## config.mk

```make
export PLATFORM = sky130hd
export DESIGN_NAME = pixel_line_fifo
export DESIGN_NICKNAME = d
export VERILOG_FILES = /design/src/rtl/pixel_line_fifo.sv
export SDC_FILE = /design/constraint.sdc
export NUM_CORES = 1
export LEC_CHECK = 0
export CORE_ASPECT_RATIO = 1.4
export CORE_MARGIN = 10
export CORE_UTILIZATION = 60
export DETAILED_ROUTE_END_ITERATION = 6
export GPL_TIMING_DRIVEN = 0
export PLACE_DENSITY = 0.8
export SETUP_SLACK_MARGIN = 0.3
export SYNTH_ARGS = -nofsm -noshare
export SYNTH_HDL_FRONTEND = slang
export SYNTH_SLANG_ARGS = --single-unit
```

## constraint.sdc

```tcl
create_clock -name clk -period 7.43 [get_ports clk]
set_input_delay 2.229 -clock clk [delete_from_list [all_inputs] [get_ports clk]]
set_output_delay 2.229 -clock clk [all_outputs]
set_load 0.01 [all_outputs]
```

## src/rtl/pixel_line_fifo.sv

```systemverilog
// -----------------------------------------------------------------------------
// pixel_line_fifo
//
// Pixel FIFO between the fetch/decode path and the video DAC output. The fetch
// side pushes RGB pixels through a valid/ready handshake. One pixel is popped
// per pixel strobe inside the active display window. The border colour is
// driven outside the window, while idle, and on underflow. Every frame start
// flushes the FIFO. A sticky underflow flag is kept for debug.
//
// Ports:
//   clk            system clock (shared with the timing generator)
//   reset_n        asynchronous active-low reset
//   wr_valid       fetch side offers wr_data
//   wr_ready       FIFO accepts wr_data this cycle (combinational)
//   wr_data        pixel to push, RGB888 {R,G,B}
//   new_pixel      one-cycle pixel strobe
//   new_frame      one-cycle pulse at the frame origin
//   h_active       horizontal display window
//   v_active       vertical display window
//   border_color   colour driven when no FIFO pixel is displayed
//   pix_data       registered output pixel
//   pix_valid      pix_data holds a FIFO pixel this cycle
//   level          current fill count, 0..DEPTH
//   underflow      sticky flag: pop requested while empty in RUN
//   clr_underflow  synchronous clear of underflow
// -----------------------------------------------------------------------------
module pixel_line_fifo #(
  parameter int unsigned DEPTH  = 16,
  parameter int unsigned DATA_W = 24
) (
  input  logic                     clk,
  input  logic                     reset_n,
  input  logic                     wr_valid,
  output logic                     wr_ready,
  input  logic [DATA_W-1:0]        wr_data,
  input  logic                     new_pixel,
  input  logic                     new_frame,
  input  logic                     h_active,
  input  logic                     v_active,
  input  logic [DATA_W-1:0]        border_color,
  output logic [DATA_W-1:0]        pix_data,
  output logic                     pix_valid,
  output logic [$clog2(DEPTH):0]   level,
  output logic                     underflow,
  input  logic                     clr_underflow
);

  localparam int unsigned PW = $clog2(DEPTH);
  localparam int unsigned LW = PW + 1;
  localparam logic [LW-1:0] FULL_LVL = LW'(DEPTH);

  typedef enum logic {
    IDLE = 1'b0,
    RUN  = 1'b1
  } state_e;

  state_e state_q, state_d;

  logic [PW-1:0]     wr_ptr_q, wr_ptr_d;
  logic [PW-1:0]     rd_ptr_q, rd_ptr_d;
  logic [LW-1:0]     level_q, level_d;
  logic [DATA_W-1:0] pix_data_q, pix_data_d;
  logic              pix_valid_q, pix_valid_d;
  logic              underflow_q, underflow_d;
  logic [DATA_W-1:0] mem_q [DEPTH];

  logic run;
  logic flush;
  logic in_window;
  logic fifo_empty;
  logic fifo_full;
  logic pop_req;
  logic push;
  logic pop;
  logic empty_pop;

  // ---------------------------------------------------------------------------
  // FSM: state register
  // ---------------------------------------------------------------------------
  always_ff @(posedge clk or negedge reset_n) begin
    if (!reset_n) begin
      state_q <= IDLE;
    end else begin
      state_q <= state_d;
    end
  end

  // ---------------------------------------------------------------------------
  // FSM: next state. RUN is left only through reset.
  // ---------------------------------------------------------------------------
  always_comb begin
    state_d = state_q;
    unique case (state_q)
      IDLE:    if (new_frame) state_d = RUN;
      RUN:     state_d = RUN;
      default: state_d = IDLE;
    endcase
  end

  // ---------------------------------------------------------------------------
  // FSM: outputs and handshake decode
  // ---------------------------------------------------------------------------
  always_comb begin
    run        = (state_q == RUN);
    flush      = run && new_frame;
    in_window  = h_active && v_active;
    fifo_empty = (level_q == '0);
    fifo_full  = (level_q == FULL_LVL);
    // The flush cycle blocks both sides so it cannot race a pointer update.
    wr_ready   = run && !fifo_full && !new_frame;
    pop_req    = run && new_pixel && in_window && !new_frame;
    push       = wr_valid && wr_ready;
    pop        = pop_req && !fifo_empty;
    empty_pop  = pop_req && fifo_empty;
  end

  // ---------------------------------------------------------------------------
  // Pointers and fill level
  // ---------------------------------------------------------------------------
  always_comb begin
    wr_ptr_d = wr_ptr_q;
    rd_ptr_d = rd_ptr_q;
    level_d  = level_q;
    if (flush) begin
      wr_ptr_d = '0;
      rd_ptr_d = '0;
      level_d  = '0;
    end else begin
      // DEPTH is a power of two, so the pointers wrap naturally.
      if (push) wr_ptr_d = wr_ptr_q + PW'(1);
      if (pop)  rd_ptr_d = rd_ptr_q + PW'(1);
      unique case ({push, pop})
        2'b10:   level_d = level_q + LW'(1);
        2'b01:   level_d = level_q - LW'(1);
        default: level_d = level_q;
      endcase
    end
  end

  // ---------------------------------------------------------------------------
  // Output pixel and sticky underflow
  // ---------------------------------------------------------------------------
  always_comb begin
    pix_valid_d = 1'b0;
    pix_data_d  = pix_data_q;
    if (pop) begin
      pix_data_d  = mem_q[rd_ptr_q];
      pix_valid_d = 1'b1;
    end else if (!run || flush || empty_pop || !in_window) begin
      pix_data_d = border_color;
    end
    // A new underflow wins over a clear in the same cycle.
    if (empty_pop) begin
      underflow_d = 1'b1;
    end else if (clr_underflow) begin
      underflow_d = 1'b0;
    end else begin
      underflow_d = underflow_q;
    end
  end

  always_ff @(posedge clk or negedge reset_n) begin
    if (!reset_n) begin
      wr_ptr_q    <= '0;
      rd_ptr_q    <= '0;
      level_q     <= '0;
      pix_data_q  <= '0;
      pix_valid_q <= 1'b0;
      underflow_q <= 1'b0;
    end else begin
      wr_ptr_q    <= wr_ptr_d;
      rd_ptr_q    <= rd_ptr_d;
      level_q     <= level_d;
      pix_data_q  <= pix_data_d;
      pix_valid_q <= pix_valid_d;
      underflow_q <= underflow_d;
    end
  end

  // Storage needs no reset: entries are only read after being written.
  always_ff @(posedge clk) begin
    if (push) begin
      mem_q[wr_ptr_q] <= wr_data;
    end
  end

  assign pix_data  = pix_data_q;
  assign pix_valid = pix_valid_q;
  assign level     = level_q;
  assign underflow = underflow_q;

endmodule

```

==> results.yml <==
yosys:
  yosys.area.top_type_share: 0.693
  post-synth-top-count-cell: "edfxtp_1"
  ys_ff_latch: 424
  synth_area_leader_cell: "edfxtp_1"
  syn_avg_cell_area_um2: 21.7
  synth.lib_cells_used.distinct: 48
  synth_edf_count: 384
  synth.top_cells.by_count: "edfxtp_1 (384), mux4_2 (117), dfrtp_1 (40)"
  ys.warnings.count: 0
  synthArstFlopShare: 0.0943
  ys.flop_type: "edfxtp_1"
  ys_seq_area_frac: 0.754
  synth_fp_nets: 829
  syn_inst: 766
  syn-cell-area_um2: 16600
  synth_top_cells_by_area: "edfxtp_1 (69%), mux4_2 (16%), dfrtp_1 (6.0%)"
clock_tree:
  post_cts_resized: 0
  cts_buffers: 40
  ctsHoldBuffers: 0
  postCtsSetupBuffers: 0
  clock_latency_ns: 0.55
  cts.sink_count: 424
  root_buffer: "clkbuf_16"
  cts_max_path_buffers: 3
  htree_levels: 2
  clkSlewWorstSetupHoldPaths_ns: 0.06
  cts_tree: "yes"
placed_design:
  place_congestion: 0.841
  io_buffers: 87
  dp_hpwl_um: 22100
  place_inst: 1225
global_routing:
  grt_max_degree: 33
  track_usage: 0.225
  grt_pass1_vias: 8972
  grt-ovfl-total: 0
  grt_pass1_wl_um: 57800
  antenna_found_initial: 1
power:
  power_leakage_nw: 6.08
  p_per_area_nw_per_um2: 256
  peakVddDrop_mv: 0.289
critical_path:
  crit_slowest_cell: "clkdlybuf4s50_1"
  end_kind: "primary output"
  cp_cell_sequence: "clkdlybuf4s50_1, nand2b_1, a21oi_1, clkdlybuf4s50_1"
  cp.required_ns: 5.20
  crit_arrival_ns: 3.56
  max_stage_delay_ns: 0.56
  start_kind: "input port"
  crit_type: "in -> out"
  r2r_start: "level[1]"
  path_max_fanout: 6
  crit_family: "buffers and inverters"
  path_common_cell: "clkdlybuf4s50_1"
  crit_buf_inv: 2
  worstSetupStartpoint: "new_frame"
sta:
  setup_violations: 0
  fin_crit_ns: 5.79
  maxSlewViolCount: 0
  finClkSkew_ns: 0.0232
  grt_setup_unrepaired: "no"
  worstMarginPinSlew_ns: 1.06
  post-route-period-util: 0.779
  hold_viol: 0
  setup_tns_ns: 0
  max_slew_margin: 0.293
  fmax_mhz: 173
detailed_routing:
  routed-via-count: 8375
  wl_per_cell_um: 30.0
  drt_first_pass_iters: 5
  viasPerCell: 6.45
  drtAntennaViolNets: 0
  drc: 0
  drt-initial-drc-count: 835
  routed_wl_um: 38900
floorplanning:
  io_pins: 88
  start_util: 0.605
  core.rowCount: 72
  die_area_um2: 34900
  dieHeight_um: 217
  die_x_um: 161
  core_um2: 27500
layout:
  syn_to_final_growth_pct: 16.1
  antennaDiodeCount: 0
  finalNonFillerCells: 1298
  drive_above_1_share: 0.234
  final_nets: 960
worst_hold_path:
  hp-start: "pix_data[15]"
  worstHoldPathType: "reg -> reg"
run:
  cap_viol_max_count: 0
run_status:
  status: "finished clean"
final timing paths:
check / end / slack, ns / depth (start not counted)
setup / recovery: wr_ready / 1.64 / 4
max in group asynchronous: pix_data[0] / 5.36 / 2
setup reg to reg: level[4] / 4.28 / 11
min in group asynchronous: pix_data[6] / 1.56 / 1
hold reg to reg: pix_data[15] / 0.48 / 2
hold / removal: pix_data[15] / 0.48 / 2
cell usage in the layout (no fill, tap or decap), types with 2 or more instances in the layout:
master | netlist | routed
a21oi_1 | 8 | 8
a31oi_1 | 2 | 2
and2_1 | 14 | 3
and2_2 | 0 | 11
and4_2 | 0 | 4
buf_1 | 5 | 5
buf_12 | 1 | 2
buf_2 | 15 | 16
buf_8 | 2 | 2
bufinv_16 | 0 | 4
clkbuf_1 | 16 | 22
clkbuf_16 | 0 | 41
clkdlybuf4s50_1 | 0 | 86
clkinv_1 | 0 | 10
clkinv_2 | 0 | 7
dfrtp_1 | 40 | 40
edfxtp_1 | 384 | 384
ha_1 | 7 | 7
inv_1 | 4 | 4
inv_6 | 0 | 4
mux2i_1 | 26 | 26
mux4_1 | 3 | 3
mux4_2 | 117 | 117
nand2_1 | 39 | 39
nand3_1 | 2 | 2
nand4_1 | 2 | 2
nor2_1 | 12 | 12
nor3b_1 | 2 | 2
o21ai_0 | 3 | 3
o21ai_1 | 26 | 26
o22ai_1 | 2 | 2
or3_1 | 2 | 2
xnor2_1 | 2 | 2
xor2_1 | 5 | 5
per-layer routing:
| metal | track usage | vias up | share of wire |
|---|---|---|---|
| met4 | 0.0863 | 2 | 0.032 |
| li1 | - | 3452 | - |
| met5 | 0 | - | 0.00039 |
| met3 | 0.0531 | 94 | 0.085 |
| met2 | 0.389 | 473 | 0.53 |
| met1 | 0.270 | 4354 | 0.35 |
cells by family after synthesis:
logic type / count (synthesis) / share of synthesized area
adder cells (fa/ha/maj): 7 / 0.00527
XOR/XNOR: 7 / 0.00369
flip-flops: 424 / 0.754
AND/OR/NAND/NOR: 87 / 0.0266
buffers and inverters: 46 / 0.0145
AO/OA/AOI/OAI: 49 / 0.0175
multiplexers: 146 / 0.179
cell type report:
type	instances	area (um^2)
inverter	5	18.8
clock inverter	26	235
buffer	41	223
tap	370	463
fill	1625	8170
multi-input combinational	296	3870
clock buffer	47	1050
timing repair buffer	89	913
sequential	424	12500
power breakdown:
| group | internal, mW | switching (mW) |
|---|---|---|
| clock | 1.15 | 0.861 |
| combinational | 0.132 | 0.145 |
| sequential | 2.63 | 0.0165 |
| total | 3.92 | 1.02 |
through the flow:
stage	util	setup slack (ns)	cell area, um^2	hold slack, ns	power (mW)
2_1_floorplan	-	2.65	16600	0.516	2.83
3_3_place_gp	0.654	1.67	18000	0.466	2.96
3_5_place_dp	0.656	1.64	18000	0.475	2.97
4_1_cts	0.703	1.64	19300	0.489	4.96
5_1_grt	0.703	1.55	19300	0.515	5.07
6_report	0.703	1.64	19300	0.481	4.94
worst reg2reg max path, cell delays in order, from the launching register on:
cell and delay [ns]:
dfrtp_1 0.37, buf_2 0.17, or4_4 0.58, o211ai_4 0.32
nor2_1 0.16, xor2_1 0.17, ha_1 0.26, or3_1 0.34
a21oi_1 0.22, a31oi_1 0.12, o2bb2ai_1 0.20, a32o_1 0.16
registers in the layout, indices dropped and copies added (netlist names):
| name | cells |
|---|---|
| wr_ptr_q | 4 |
| underflow | 1 |
| level | 5 |
| mem_q | 384 |
| run | 1 |
| pix_data | 24 |
| pix_valid | 1 |
| rd_ptr_q | 4 |
No activity file was read; power rests on OpenSTA's default activity.
